===== src/rtl/ula_seq_pkg.sv =====
// params_proc: shared constants for the sequential ULA (opcodes, flag bit
// positions, default widths and the controller state encoding).
package params_proc;

    localparam int DATA_WIDTH_DEF   = 16;
    localparam int OPCODE_WIDTH_DEF = 4;

    // Defined opcodes occupy 0..7, so the low three opcode bits select the operation.
    typedef enum logic [2:0] {
        OP_ADD = 3'd0,
        OP_SUB = 3'd1,
        OP_MUL = 3'd2,
        OP_DIV = 3'd3,
        OP_AND = 3'd4,
        OP_OR  = 3'd5,
        OP_NOT = 3'd6,
        OP_CMP = 3'd7
    } op_e;

    localparam int FLAG_WIDTH = 5;
    localparam int FLAG_OVF   = 4;
    localparam int FLAG_ABV   = 3;
    localparam int FLAG_EQ    = 2;
    localparam int FLAG_BLW   = 1;
    localparam int FLAG_ERR   = 0;

    typedef enum logic [1:0] {
        ST_IDLE,
        ST_DIV_ITER,
        ST_DONE
    } state_e;

endpackage


===== src/rtl/ula_seq_div_iter.sv =====
// ula_div_iter: unsigned restoring divider, one quotient bit per cycle.
// Operands load on start_i; done_o flags the cycle of the last iteration and
// quotient_o then carries the final quotient (valid combinationally that cycle).
module ula_div_iter #(
    parameter int DATA_WIDTH = 16
) (
    input  logic                  clk,
    input  logic                  rst,
    input  logic                  start_i,
    input  logic [DATA_WIDTH-1:0] dividend_i,
    input  logic [DATA_WIDTH-1:0] divisor_i,
    output logic                  done_o,
    output logic [DATA_WIDTH-1:0] quotient_o
);
    localparam int W  = DATA_WIDTH;
    localparam int CW = $clog2(DATA_WIDTH + 1);

    logic [W-1:0]  rem_q, rem_d;
    logic [W-1:0]  quo_q, quo_d;
    logic [W-1:0]  dvs_q;
    logic [CW-1:0] cnt_q;
    logic          active_q;
    logic [W:0]    shifted;
    logic [W:0]    diff;
    logic          fits;

    // One shift/subtract step: the remainder stays below the divisor, so the
    // top bit of the (W+1)-bit difference is a valid sign for the trial subtract.
    always_comb begin
        shifted = {rem_q, quo_q[W-1]};
        diff    = shifted - {1'b0, dvs_q};
        fits    = !diff[W];
        rem_d   = fits ? diff[W-1:0] : shifted[W-1:0];
        quo_d   = {quo_q[W-2:0], fits};
    end

    assign done_o     = active_q && (cnt_q == CW'(1));
    assign quotient_o = quo_d;

    // Iteration registers: load on start, then step until the counter runs out.
    always_ff @(posedge clk) begin
        // NOTE: only active_q/cnt_q need reset for correctness; the datapath is
        // cleared too so an aborted divide leaves nothing stale behind.
        if (rst) begin
            rem_q    <= '0;
            quo_q    <= '0;
            dvs_q    <= '0;
            cnt_q    <= '0;
            active_q <= 1'b0;
        end else if (start_i) begin
            rem_q    <= '0;
            quo_q    <= dividend_i;
            dvs_q    <= divisor_i;
            cnt_q    <= CW'(DATA_WIDTH);
            active_q <= 1'b1;
        end else if (active_q) begin
            rem_q <= rem_d;
            quo_q <= quo_d;
            cnt_q <= cnt_q - 1'b1;
            if (cnt_q == CW'(1)) begin
                active_q <= 1'b0;
            end
        end
    end

endmodule


===== src/rtl/ula_seq.sv =====
// ula_seq: sequential ULA with valid/ready handshake, registered result and
// rflags, and an iterative signed divider. Optional build macro ULA_SAT_EN
// makes ADD/SUB/MUL saturate to MAX/MIN instead of wrapping on overflow.
module ula_seq
    import params_proc::*;
#(
    parameter int DATA_WIDTH   = DATA_WIDTH_DEF,
    parameter int OPCODE_WIDTH = OPCODE_WIDTH_DEF
) (
    input  logic                    clk,
    input  logic                    rst,
    input  logic                    in_valid,
    output logic                    in_ready,
    input  logic [OPCODE_WIDTH-1:0] opcode,
    input  logic [DATA_WIDTH-1:0]   data1,
    input  logic [DATA_WIDTH-1:0]   data2,
    output logic                    out_valid,
    input  logic                    out_ready,
    output logic [DATA_WIDTH-1:0]   out,
    output logic [FLAG_WIDTH-1:0]   rflags,
    output logic                    busy
);
    localparam int W = DATA_WIDTH;
`ifdef ULA_SAT_EN
    localparam logic [W-1:0] MAX_VAL = {1'b0, {(W-1){1'b1}}};
    localparam logic [W-1:0] MIN_VAL = {1'b1, {(W-1){1'b0}}};
`endif

    state_e                state_q, state_d;
    logic [W-1:0]          out_q, out_d;
    logic [FLAG_WIDTH-1:0] rflags_q, rflags_d;
    logic                  neg_q, neg_d;

    logic signed [W-1:0]   a, b;
    logic                  op_defined;
    op_e                   op;
    logic signed [W:0]     sum_ext, dif_ext;
    logic [2*W-1:0]        prod;
    logic                  prod_ovf;
    logic [W-1:0]          alu_out;
    logic [FLAG_WIDTH-1:0] alu_flags;
    logic                  alu_ovf;

    logic                  div_start, div_done;
    logic [W-1:0]          abs_a, abs_b, div_quo, div_res;
    logic [FLAG_WIDTH-1:0] div_flags;

    assign a          = $signed(data1);
    assign b          = $signed(data2);
    assign op_defined = ((opcode >> 3) == '0);
    assign op         = op_e'(opcode[2:0]);
    assign sum_ext    = {a[W-1], a} + {b[W-1], b};
    assign dif_ext    = {a[W-1], a} - {b[W-1], b};
    assign prod       = {{W{a[W-1]}}, a} * {{W{b[W-1]}}, b};
    // The product fits the signed range only if its top W+1 bits are all equal.
    assign prod_ovf   = !((&prod[2*W-1:W-1]) || (~|prod[2*W-1:W-1]));
    assign abs_a      = data1[W-1] ? -data1 : data1;
    assign abs_b      = data2[W-1] ? -data2 : data2;

    // Single-cycle result and flags for every op except a nonzero divide.
    always_comb begin
        // NOTE: every output of a combinational block gets a default first, so
        // no path through the case statement can leave a latch behind.
        alu_out   = '0;
        alu_flags = '0;
        alu_ovf   = 1'b0;
        if (!op_defined) begin
            alu_flags[FLAG_ERR] = 1'b1;
        end else begin
            case (op)
                OP_ADD: begin
                    alu_out = sum_ext[W-1:0];
                    alu_ovf = sum_ext[W] ^ sum_ext[W-1];
                end
                OP_SUB: begin
                    alu_out = dif_ext[W-1:0];
                    alu_ovf = dif_ext[W] ^ dif_ext[W-1];
                end
                OP_MUL: begin
                    alu_out = prod[W-1:0];
                    alu_ovf = prod_ovf;
                end
                OP_DIV: alu_flags[FLAG_ERR] = 1'b1;  // only reached for divide by zero
                OP_AND: alu_out = data1 & data2;
                OP_OR:  alu_out = data1 | data2;
                OP_NOT: alu_out = ~data1;
                OP_CMP: begin
                    alu_flags[FLAG_ABV] = (a > b);
                    alu_flags[FLAG_EQ]  = (a == b);
                    alu_flags[FLAG_BLW] = (a < b);
                end
                default: ;
            endcase
`ifdef ULA_SAT_EN
            // Clamp toward the sign of the exact (unwrapped) result.
            if (alu_ovf) begin
                if (op == OP_MUL)      alu_out = prod[2*W-1] ? MIN_VAL : MAX_VAL;
                else if (op == OP_ADD) alu_out = sum_ext[W]  ? MIN_VAL : MAX_VAL;
                else                   alu_out = dif_ext[W]  ? MIN_VAL : MAX_VAL;
            end
`endif
            if (op != OP_CMP && op != OP_DIV) begin
                alu_flags[FLAG_OVF] = alu_ovf;
                alu_flags[FLAG_EQ]  = (alu_out == '0);
            end
        end
    end

    // Sign correction of the unsigned quotient; only MIN/-1 can overflow.
    always_comb begin
        div_res             = neg_q ? -div_quo : div_quo;
        div_flags           = '0;
        div_flags[FLAG_OVF] = !neg_q && div_quo[W-1];
        div_flags[FLAG_EQ]  = (div_res == '0);
    end

    ula_div_iter #(
        .DATA_WIDTH (W)
    ) u_div (
        .clk        (clk),
        .rst        (rst),
        .start_i    (div_start),
        .dividend_i (abs_a),
        .divisor_i  (abs_b),
        .done_o     (div_done),
        .quotient_o (div_quo)
    );

    // Controller next state: accept in IDLE, iterate a divide, hold in DONE.
    always_comb begin
        state_d   = state_q;
        out_d     = out_q;
        rflags_d  = rflags_q;
        neg_d     = neg_q;
        div_start = 1'b0;
        case (state_q)
            ST_IDLE: begin
                if (in_valid) begin
                    if (op_defined && op == OP_DIV && data2 != '0) begin
                        div_start = 1'b1;
                        neg_d     = data1[W-1] ^ data2[W-1];
                        state_d   = ST_DIV_ITER;
                    end else begin
                        out_d    = alu_out;
                        rflags_d = alu_flags;
                        state_d  = ST_DONE;
                    end
                end
            end
            ST_DIV_ITER: begin
                if (div_done) begin
                    out_d    = div_res;
                    rflags_d = div_flags;
                    state_d  = ST_DONE;
                end
            end
            ST_DONE: begin
                if (out_ready) state_d = ST_IDLE;
            end
            default: state_d = ST_IDLE;
        endcase
    end

    // State, result and flag registers.
    always_ff @(posedge clk) begin
        // NOTE: sequential state uses non-blocking assignments so every register
        // samples the pre-edge values regardless of statement order.
        if (rst) begin
            state_q  <= ST_IDLE;
            out_q    <= '0;
            rflags_q <= '0;
            neg_q    <= 1'b0;
        end else begin
            state_q  <= state_d;
            out_q    <= out_d;
            rflags_q <= rflags_d;
            neg_q    <= neg_d;
        end
    end

    assign in_ready  = (state_q == ST_IDLE);
    assign out_valid = (state_q == ST_DONE);
    assign busy      = (state_q == ST_DIV_ITER);
    assign out       = out_q;
    assign rflags    = rflags_q;

endmodule


===== config.mk =====
export PLATFORM = sky130hd
export DESIGN_NAME = ula_seq
export DESIGN_NICKNAME = d
export VERILOG_FILES = /design/src/rtl/ula_seq_pkg.sv /design/src/rtl/ula_seq_div_iter.sv /design/src/rtl/ula_seq.sv
export SDC_FILE = /design/constraint.sdc
export NUM_CORES = 1
export LEC_CHECK = 0
export CORE_ASPECT_RATIO = 1.25
export CORE_UTILIZATION = 25
export CTS_CLUSTER_SIZE = 40
export DETAILED_ROUTE_END_ITERATION = 8
export SYNTH_ARGS = -nofsm -noshare
export SYNTH_HDL_FRONTEND = slang
export SYNTH_SLANG_ARGS = --single-unit

===== constraint.sdc =====
create_clock -name clk -period 10.7 [get_ports clk]
set_input_delay 1.605 -clock clk [delete_from_list [all_inputs] [get_ports clk]]
set_output_delay 1.605 -clock clk [all_outputs]
set_load 0.01 [all_outputs]

==> run_results.csv <==
group,metric,value,unit
outcome,status,"finished, final reports clean",
sta,hold_viol_final,0,
floorplanning,core_area,0.0684,mm^2
synth,yosys.area_share.simple,16.9,%
worst_setup_path,critical_path.top_delay_family,"adder cells",
synth,ys_seq_elements,78,
synth,synthCells,2143,
global_routing,grt_usage,16.1,%
global_routing,grt_antenna_before_repair,4,
sta,final-setup-viol-count,0,
global_routing,grt_max_degree,62,
worst_setup_path,path_max_fanout,11,
worst_setup_path,crit_required,10.94,ns
floorplanning,start_util,25.3,%
sta,fin_skew,0.0121,ns
worst_setup_path,crit_buf_inv,4,
synth,ys.warnings.count,0,
sta,worst_pin_slew,1.04,ns
route,vias,15200,
synth,syn_area,0.0173,mm^2
finish,multi_input_area,0.0141,mm^2
worst_setup_path,path_common_cell,"fa_1",
synth,synth_top_area_share,30.6,%
route,drt-met1-wl,21400,um
floorplanning,die_w,238,um
place,dpl_worst_slack,1.04,ns
sta,slew_headroom,30.1,%
synth,synth_top_family_by_area,"adder cells",
place,routabilityCongestion,0.967,
worst_setup_path,cp.arrival,9.53,ns
place,placed_cells,3050,
sta,setup_tns,0,ns
floorplanning,num_rows,107,
synth,synth_fa_ha_area_share,41.6,%
worst_setup_path,crit_path_start_kind,"input pin",
route,wirelength,55200,um
route,drtAntennaViolNets,0,
finish,finish.utilization,28.2,%
synth,ys.flop_type,"dfxtp_1",
clocking,cts.sink_count,78,
synth,synth_edf_count,0,
clocking,tritoncts,"done",
sta,final.setup.worst_slack,1.41,ns
finish,fin_cells,3066,
worst_setup_path,path_cells,"clkdlybuf4s50_1 -> inv_2 -> nor2_1 -> fa_1 -> fa_1 -> inv_1 -> fa_1 -> fa_1 -> fa_1 -> fa_1 -> inv_1 -> ha_1 -> nor2_1 -> o21ai_0 -> or4_4 -> a21oi_2 -> xnor2_1 -> a2111oi_0 -> nand4_1 -> nor4_1 -> a311oi_1 -> or3_1",
finish,final_common_cell,"inv_1",
route,first_pass_iters,5,
global_routing,overflow,0,
route,vias_per_cell,4.95,
synth,yosys.area.top_type,"fa_1",
worst_setup_path,cpMaxStageDelayCell,"fa_1",
synth,synth_cell_types,77,
finish,nets,2592,
route,dr_wl_met3,3160,um
synth,synth_nets,2600,
worst_setup_path,crit_type,"input pin to register",
route,wl_per_cell,18.0,um
finish,seq_area,0.00156,mm^2
synth,synth-compound-area-share,15.9,%
place,hpwl,45200,um
clocking,cts_buffers,9,
floorplanning,die_h,296,um
worst_setup_path,critPathCaptureType,"register",
clocking,cts_hold_buffers,0,
clocking,clk_pin_slew,0.07,ns
clocking,clockRootBuffer,"clkbuf_16",
finish,drive_above_1_share,4.07,%
finish,area_growth,11.2,%
route,dr.max_layer_used,"met5",
synth,postSynthAreaPerCell,8.09,um^2
place,port_buffers,63,
sta,fmax,0.108,GHz
route,drt_first_iter_violations,1103,
route,wl_met2,27700,um
sta,grt_setup_unrepaired,"no",
sta,maxSlewViolCount,0,
hold_path,hold_path_class,"register to register",
sta,fin_crit,9.29,ns
finish,nFillCells,7340,
synth,muxShareOfSynthArea,1.93,%
clocking,post_cts_buffers,0,
route,drc_errors,0,
clocking,cts-resized-gates,0,
clocking,h-tree-depth,3,
synth,yosysSeqAreaShare,9.01,%
global_routing,grt_pass1_vias,15500,
finish,diodes,0,
clocking,clock_latency,0.35,ns
finish,final_cell_mix,"inv_1, fa_1, nand2_1, nor2_1, ha_1",
worst_setup_path,cpPeakStageDelay,0.93,ns
worst_setup_path,rrSetupSlack,5.23,ns
sta,min_period_over_period,86.8,%
synth,synthXorXnorAreaFrac,5.05,%
global_routing,grt_first_pass_wirelength,88600,um
floorplanning,io_pins,64,
run,maxCapViolCount,0,
synth,synth.area.top_cells,"fa_1, ha_1, dfxtp_1",
floorplanning,dieArea,0.0704,mm^2
synth,synthArstFlopShare,0,%
clocking,cts_buffer_depth,2,
-- per-stage QoR --
stage                     area (um^2)  hold slack [ns]
after floorplan                 17300            0.441
after global placement          19000            0.440
after detailed placement        19000            0.446
after CTS                       19300            0.453
after global routing            19300            0.487
final                           19300            0.449
-- flip-flops by register name, summed over array words and instances (netlist names) --
name / count
neg_q: 1
out: 16
rflags: 5
state_q: 2
u_div.active_q: 1
u_div.cnt_q: 5
u_div.dvs_q: 16
u_div.quo_q: 16
u_div.rem_q: 16
-- cell families (layout without fill, tap and decap cells) --
kind of cell	count (synthesis)	after routing
AOI/OAI and AO/OA	407	407
DFF	78	78
and+or+nand+nor	662	662
adders and majority gates	417	417
xor gates and xnor gates	100	100
buffers and inverters	446	443
muxes	33	33
-- synthesized netlist by cell type, types with 6 or more instances --
cell type	instances
o21ai_0	86
buf_1	10
mux2i_1	29
or2_2	8
inv_1	310
xor2_1	24
nor3_1	31
inv_2	7
ha_1	152
a22oi_1	7
clkinv_1	7
o22ai_1	15
nor4b_1	6
dfxtp_1	78
o31ai_1	13
o21a_1	9
nand4_1	11
nor2_1	227
a31oi_1	15
fa_1	265
a211oi_1	43
or3_1	12
a211o_1	10
and2_1	6
a311oi_1	12
clkbuf_1	110
nand3_1	28
o221ai_1	13
o21bai_1	9
o41ai_1	6
or4_1	8
o31a_1	6
a21o_1	13
o211ai_1	10
xnor2_1	76
nor4_1	12
a21oi_1	83
nand2b_1	16
nand2_1	257
nor2b_1	16
-- final timing paths --
kind | startpoint | endpoint | cells after the start
setup / recovery | data2[5] | rflags[4]$_SDFFE_PP0P_ | 22
hold / removal | rflags[1]$_SDFFE_PP0P_ | rflags[1]$_SDFFE_PP0P_ | 2
setup reg to reg | u_div.quo_q[15]$_SDFFE_PP0P_ | rflags[2]$_SDFFE_PP0P_ | 22
hold reg to reg | rflags[1]$_SDFFE_PP0P_ | rflags[1]$_SDFFE_PP0P_ | 2
-- worst min-delay path, stage by stage, from the launching register on --
cell and delay (ns):
dfxtp_1 0.31, nand2_1 0.05, a21oi_1 0.05
-- cell type report --
type | count | share of cell area (%)
clock buffer | 12 | 1.38
inverter | 324 | 6.31
clock inverter | 4 | 0.266
tap | 926 | 6.01
sequential | 78 | 8.10
timing repair buffer | 103 | 4.80
multi-input combinational | 1619 | 73.1
-- per-layer routing --
metal / up-vias / track usage (%)
li1: 7031 / -
met1: 7410 / 18.7
met2: 573 / 29.1
met3: 156 / 1.99
met4: 8 / 7.82
met5: - / 0
Power is not shown: default switching activity piles up to over one toggle a cycle in this logic, so the estimate is an artifact.
